[config.mk]
export PLATFORM = sky130hd
export DESIGN_NAME = nonce_result_scanner
export DESIGN_NICKNAME = d
export VERILOG_FILES = /design/src/rtl/nonce_result_scanner.sv
export SDC_FILE = /design/constraint.sdc
export NUM_CORES = 1
export LEC_CHECK = 0
export CAP_MARGIN = 5
export CORE_MARGIN = 4
export CORE_UTILIZATION = 55
export CTS_CLUSTER_DIAMETER = 30
export DETAILED_ROUTE_END_ITERATION = 12
export DONT_BUFFER_PORTS = 1
export PLACE_DENSITY = 0.78
export SYNTH_ARGS = -nofsm -noshare
export SYNTH_HDL_FRONTEND = slang
export SYNTH_SLANG_ARGS = --single-unit
[constraint.sdc]
create_clock -name clk -period 7.8 [get_ports clk]
set_input_delay 1.56 -clock clk [delete_from_list [all_inputs] [get_ports clk]]
set_output_delay 1.56 -clock clk [all_outputs]
set_load 0.02 [all_outputs]
[src/rtl/nonce_result_scanner.sv]
// nonce_result_scanner
// Walks a block of NUM_NONCES consecutive 32-bit hash words in a synchronous
// memory. It tracks the smallest hash, its index, and how many hashes fall
// strictly below a difficulty target. When the scan ends it publishes the
// results on its outputs and writes a two-word report back to memory.
// Memory read latency is one cycle: data for the address driven in cycle n is
// sampled at the end of cycle n+1.

module nonce_result_scanner #(
  parameter int NUM_NONCES = 16
) (
  input  logic        clk,
  input  logic        reset_n,
  input  logic        start,
  input  logic [15:0] result_addr,
  input  logic [15:0] report_addr,
  input  logic [31:0] target,
  output logic        done,
  output logic        found,
  output logic [3:0]  best_nonce,
  output logic [31:0] best_hash,
  output logic [4:0]  hit_count,
  output logic        mem_clk,
  output logic        mem_we,
  output logic [15:0] mem_addr,
  output logic [31:0] mem_write_data,
  input  logic [31:0] mem_read_data
);

  // Index of the final hash word in the block.
  localparam logic [3:0] LAST_IDX = 4'(NUM_NONCES - 1);

  typedef enum logic [2:0] {
    S_IDLE,
    S_READ,
    S_FINAL,
    S_WR0,
    S_WR1
  } state_t;

  state_t      r_state;
  state_t      w_state_next;

  // Operands captured when a scan is accepted.
  logic [15:0] r_result_addr;
  logic [15:0] r_report_addr;
  logic [31:0] r_target;

  // Read address sequencer and sample pipeline.
  logic [3:0]  r_rd_idx;
  logic        r_rd_done;
  logic        r_smp_vld;
  logic [3:0]  r_smp_idx;

  // Running statistics for the scan in progress.
  logic [31:0] r_run_min;
  logic [3:0]  r_run_idx;
  logic [4:0]  r_run_hits;
  logic        r_run_found;

  // Published results of the last completed scan.
  logic        r_found;
  logic [3:0]  r_best_nonce;
  logic [31:0] r_best_hash;
  logic [4:0]  r_hit_count;

  logic        w_accept;
  logic        w_sample;
  logic        w_last_smp;
  logic        w_is_hit;
  logic        w_is_min;
  logic [31:0] w_report_word0;

  // A start pulse is honoured only while idle; otherwise it is ignored.
  assign w_accept   = (r_state == S_IDLE) && start;
  // A sample is due whenever an address was issued in the previous READ cycle.
  assign w_sample   = (r_state == S_READ) && r_smp_vld;
  // Once every address is issued, the pending sample is the final one.
  assign w_last_smp = w_sample && r_rd_done;
  // Both comparisons are strict and unsigned; ties keep the earlier index.
  assign w_is_hit   = mem_read_data < r_target;
  assign w_is_min   = mem_read_data < r_run_min;

  assign w_report_word0 = {r_found, 22'd0, r_hit_count, r_best_nonce};

  assign mem_clk    = clk;
  assign found      = r_found;
  assign best_nonce = r_best_nonce;
  assign best_hash  = r_best_hash;
  assign hit_count  = r_hit_count;

  // State register; reset forces IDLE immediately.
  always_ff @(posedge clk or negedge reset_n) begin
    if (!reset_n) begin
      r_state <= S_IDLE;
    end else begin
      r_state <= w_state_next;
    end
  end

  // Next-state logic and memory-port / done outputs decoded from the state.
  always_comb begin
    w_state_next   = r_state;
    done           = 1'b0;
    mem_we         = 1'b0;
    mem_addr       = 16'd0;
    mem_write_data = 32'd0;
    case (r_state)
      S_IDLE: begin
        done = 1'b1;
        if (start) begin
          w_state_next = S_READ;
        end
      end
      S_READ: begin
        // The extra cycle after the last address only collects data.
        if (!r_rd_done) begin
          mem_addr = r_result_addr + {12'd0, r_rd_idx};
        end
        if (w_last_smp) begin
          w_state_next = S_FINAL;
        end
      end
      S_FINAL: begin
        w_state_next = S_WR0;
      end
      S_WR0: begin
        mem_we         = 1'b1;
        mem_addr       = r_report_addr;
        mem_write_data = w_report_word0;
        w_state_next   = S_WR1;
      end
      S_WR1: begin
        mem_we         = 1'b1;
        mem_addr       = r_report_addr + 16'd1;
        mem_write_data = r_best_hash;
        w_state_next   = S_IDLE;
      end
      default: begin
        w_state_next = S_IDLE;
      end
    endcase
  end

  // Capture the scan operands on an accepted start.
  always_ff @(posedge clk or negedge reset_n) begin
    if (!reset_n) begin
      r_result_addr <= 16'd0;
      r_report_addr <= 16'd0;
      r_target      <= 32'd0;
    end else if (w_accept) begin
      r_result_addr <= result_addr;
      r_report_addr <= report_addr;
      r_target      <= target;
    end
  end

  // Issue one read address per READ cycle and track which index each sample belongs to.
  always_ff @(posedge clk or negedge reset_n) begin
    if (!reset_n) begin
      r_rd_idx  <= 4'd0;
      r_rd_done <= 1'b0;
      r_smp_vld <= 1'b0;
      r_smp_idx <= 4'd0;
    end else if (w_accept) begin
      r_rd_idx  <= 4'd0;
      r_rd_done <= 1'b0;
      r_smp_vld <= 1'b0;
      r_smp_idx <= 4'd0;
    end else if (r_state == S_READ) begin
      // The address on the bus this cycle returns data next cycle.
      r_smp_vld <= !r_rd_done;
      r_smp_idx <= r_rd_idx;
      if (!r_rd_done) begin
        if (r_rd_idx == LAST_IDX) begin
          r_rd_done <= 1'b1;
        end else begin
          r_rd_idx <= r_rd_idx + 4'd1;
        end
      end
    end
  end

  // Fold each returned hash into the running minimum and hit statistics.
  always_ff @(posedge clk or negedge reset_n) begin
    if (!reset_n) begin
      r_run_min   <= 32'hFFFF_FFFF;
      r_run_idx   <= 4'd0;
      r_run_hits  <= 5'd0;
      r_run_found <= 1'b0;
    end else if (w_accept) begin
      r_run_min   <= 32'hFFFF_FFFF;
      r_run_idx   <= 4'd0;
      r_run_hits  <= 5'd0;
      r_run_found <= 1'b0;
    end else if (w_sample) begin
      if (w_is_hit) begin
        r_run_hits  <= r_run_hits + 5'd1;
        r_run_found <= 1'b1;
      end
      if (w_is_min) begin
        r_run_min <= mem_read_data;
        r_run_idx <= r_smp_idx;
      end
    end
  end

  // Publish the scan results in FINAL; they hold until the next scan's FINAL.
  always_ff @(posedge clk or negedge reset_n) begin
    if (!reset_n) begin
      r_found      <= 1'b0;
      r_best_nonce <= 4'd0;
      r_best_hash  <= 32'hFFFF_FFFF;
      r_hit_count  <= 5'd0;
    end else if (r_state == S_FINAL) begin
      r_found      <= r_run_found;
      r_best_nonce <= r_run_idx;
      r_best_hash  <= r_run_min;
      r_hit_count  <= r_run_hits;
    end
  end

endmodule

* Word level (Yosys, flattened, before mapping) *
Cells that the tools add are included.

word-level totals
  register bits after elaboration = 161
  input port bits = 99
  output and inout bits = 93
  logic and storage cells = 77

cells by class
  $add $sub $neg = 4
  magnitude comparators = 2
  equality and inequality tests = 9
  muxes and demuxes = 32
  reduce and logical (&&, ||, !) cells = 14

operators by type and width
  cell                     number
  $mux W32                 3
  $lt A32 B32 Y1           2
  $pmux W32 S2             1
  $pmux W16 S3             1
  $mux W4                  9
  $add A16 B1 Y16 const B  1
  $add A16 B4 Y16          1
  $mux W16                 1
  $mux W5                  3
  $pmux W3 S4              1
  $mux W1                  11
  $reduce_bool A2 Y1       4
  $eq A3 B2 Y1 const B     2
  $mux W3                  2
  $ne A2 B2 Y1 const B     3
  $reduce_and A2 Y1        3
  $add A5 B1 Y5 const B    1
  $add A4 B1 Y4 const B    1
  $eq A4 B4 Y1 const B     1
  $eq A3 B1 Y1 const B     1
  $eq A3 B3 Y1 const B     1
  $logic_and A1 B1 Y1      3
  $logic_not A3 Y1         1
  $reduce_and A3 Y1        1
  other kinds (3)          3

* Longest topological paths before layout *
  word-level depth = 5
  gate-level depth with buffers = 11
  depth with buffers taken out = 9

==> metrics.yaml <==
setup_path:
  worst-path-max-fanout: 2
  arrival_ns: 3.90
  timing.rr.end: "r_target[12]$_DFFE_PN0P_"
  rr_startpoint: "r_state[2]$_DFFE_PN0P_"
  regToRegSetupSlack_ns: 4.60
  crit_path_end_kind: "output port"
  worstSetupPathType: "clock port to output port"
  worst_setup_path_start_kind: "clock port"
  reg2reg_depth: 4
  cp_data_required_time_ns: 6.24
power:
  power.leakage_nw: 4.64
  clkPwrFrac_pct: 23.8
  p_seq_share_pct: 42.4
  p_comb_share_pct: 33.8
  switchingPower_mw: 1.67
  ir_worst_vdd_mv: 0.220
  intPower_mw: 2.51
  pwr_density_cell_nw_per_um2: 427
  switching_share_pct: 40.0
route:
  wl_per_cell_um: 19.6
  drc: 0
  routed_via_density: 5.98
  wirelength_um: 22800
  firstDrtPassIters: 5
  ant_nets: 0
  drt_iter0_drc: 435
  num_vias: 6974
floorplanning:
  dieHeight_um: 136
  io_pins: 192
  num_rows: 46
  die_area_um2: 18500
  core_area_um2: 16000
  start_util_pct: 56.4
  die_w_um: 136
logic_synthesis:
  postSynth.asyncResetShare_pct: 100
  synth_seq_cells: 161
  syn_inst: 966
  seq_area_frac_synth_pct: 45.6
  synth-main-ff-cell: "dfrtp_1"
  synth_edf_count: 0
  netlist_area_um2: 9020
  synth_area_per_cell_um2: 9.33
  syn-num-nets: 1135
  yosysWarnings: 0
  yosys.cell_types.count: 55
clock_network:
  clk_pin_slew_worst_paths_ns: 0.07
  clkLatencyLatePin_ns: 0.43
  clkSinkCount: 161
  cts.path.max_buffers: 2
  cts_hold_buf: 0
  post_cts_buffers: 0
  root_buffer: "clkbuf_16"
  cts_made_buffers: 17
  cts_tree: "built"
  ctsHtreeMaxLevel: 4
  post_cts_resize_count: 0
run:
  maxCapViolations: 0
cells_and_area:
  drive_gt1_share_pct: 16.3
  diodes: 0
  nets: 1106
  utilization_pct: 61.2
  final.fill_count: 1388
  area_growth_pct: 8.60
hold_path:
  min_from: "r_result_addr[0]$_DFFE_PN0P_"
  hold_path_end: "r_result_addr[0]$_DFFE_PN0P_"
  hold_depth: 2
  hold_path.class: "register to register"
global_routing:
  grt_pass1_vias: 6853
  antenna_found_initial: 0
  grt_pass1_wl_um: 36100
  grt.overflow.total: 0
  grt_start_max_net_pins: 162
  grt.total_usage_pct: 24.7
sta:
  relSlewSlack_pct: 28.9
  slew_viol_final: 0
  final-hold-violation-count: 0
  worstMarginPinSlew_ns: 1.07
  setup_viol: 0
  finalSetupTns_ns: 0
  skew_ns: 0.0108
  grt_setup_unrepaired: "false"
placed_design:
  gp_congestion: 0.855
  hpwl_um: 15600
  portBuffers: 0
outcome:
  status: "complete, no violations"
## final cells by class
class	count	area [µm²]	area share, %
clock buffer	21	493	5.03
clock inverter	11	220	2.25
tap	216	270	2.76
multi-input combinational	684	4410	45.0
timing repair buffer	5	37.5	0.383
inverter	68	255	2.61
sequential	161	4110	42.0
## flip-flops by register name (all words and copies together), names as in the netlist, 5 cells and up
signal and flops:
best_hash 32, hit_count 5, r_report_addr 16, r_result_addr 16
r_run_hits 5, r_run_min 32, r_target 32
## stage by stage
| step | total power, mW | cells | cell area (µm²) | hold WS, ns | setup WS (ns) |
|---|---|---|---|---|---|
| after floorplan | 2.84 | 966 | 9020 | 0.447 | 2.21 |
| after global placement | 3.12 | 1134 | 9080 | 0.466 | 2.34 |
| after global routing | 4.47 | 1166 | 9790 | 0.510 | 2.34 |
| final | 4.18 | 1166 | 9790 | 0.499 | 2.34 |
| after detailed placement | 3.18 | 1134 | 9080 | 0.480 | 2.34 |
| after CTS | 4.20 | 1166 | 9790 | 0.498 | 2.34 |
## metal layers
| metal | routed length (µm) | vias up | part of all wire, % | track usage [%] |
|---|---|---|---|---|
| met5 | 0 | - | 0 | 0 |
| met4 | 529 | 0 | 2.3 | 9.01 |
| met3 | 1810 | 41 | 7.9 | 8.18 |
| met2 | 10900 | 253 | 48 | 38.9 |
| met1 | 9580 | 3393 | 42 | 32.0 |
| li1 | - | 3287 | - | - |
## worst min-delay path, stage by stage, from the launching register on
cell,delay (ns)
dfrtp_1,0.35
nand2_1,0.06
nand2_1,0.06
## layout by cell type (no fill, tap or decap), types with 5 or more instances in the layout
master	Yosys	final
a211oi_1	5	5
a21o_1	8	8
a21oi_1	64	64
a221o_1	5	5
a22o_1	10	10
a22oi_1	6	6
and3_1	36	36
buf_4	2	5
bufinv_16	0	6
clkbuf_16	0	19
dfrtp_1	97	97
dfstp_2	64	64
ha_1	69	69
inv_1	68	68
mux2_2	42	42
nand2_1	170	169
nand3_1	15	15
nand4_1	13	13
nor2_1	34	32
nor3_1	38	38
o21ai_0	72	72
o21ai_1	28	28
xnor2_1	10	10
xor2_1	10	10
## synth_stat cells (3+ instances only)
master / instances / area [µm²]
buf_2: 13 / 65.1
mux2i_1: 3 / 30.0
nor2b_1: 4 / 25.0
dfrtp_1: 97 / 2430
xnor2_1: 10 / 87.6
a211oi_1: 5 / 37.5
o21ai_0: 72 / 360
mux2_2: 42 / 473
and2_1: 4 / 25.0
o21ai_1: 28 / 140
buf_6: 5 / 56.3
a221o_1: 5 / 50.1
nand2_1: 170 / 638
o221ai_1: 4 / 35.0
clkbuf_1: 30 / 113
xor2_1: 10 / 87.6
nor2_1: 34 / 128
a21oi_1: 64 / 320
buf_1: 3 / 11.3
a22oi_1: 6 / 45.0
and3_1: 36 / 225
a21o_1: 8 / 60.1
nand3_1: 15 / 75.1
inv_1: 68 / 255
dfstp_2: 64 / 1680
and4_1: 3 / 26.3
nand2b_1: 4 / 25.0
nor3_1: 38 / 190
nand4_1: 13 / 81.3
a22o_1: 10 / 87.6
ha_1: 69 / 863
## power by group through the flow
| stage | clock network [mW] | logic [mW] | registers, mW |
|---|---|---|---|
| after floorplan | 0.0150 | 1.19 | 1.64 |
| after global placement | 0 | 1.35 | 1.77 |
| after detailed placement | 0 | 1.40 | 1.78 |
| after CTS | 1.01 | 1.42 | 1.77 |
| after global routing | 1.05 | 1.60 | 1.82 |
| final | 0.994 | 1.41 | 1.77 |
## cells by family after synthesis
group | count (synthesis) | share of synthesized area (%)
fa+ha+maj | 70 | 9.80
simple gates | 332 | 17.1
buf+inv | 121 | 5.72
compound gates | 217 | 14.3
flops | 161 | 45.6
mux | 45 | 5.58
xor+xnor | 20 | 1.94
## worst max-delay path by stage
stage               start  endpoint  slack (ns)  cells past startpoint
floorplan             clk   mem_clk        2.21                      1
global placement      clk   mem_clk        2.34                      0
detailed placement    clk   mem_clk        2.34                      0
CTS                   clk   mem_clk        2.34                      0
global route          clk   mem_clk        2.34                      0
finish                clk   mem_clk        2.34                      0
(Power assumes the default switching activity.)
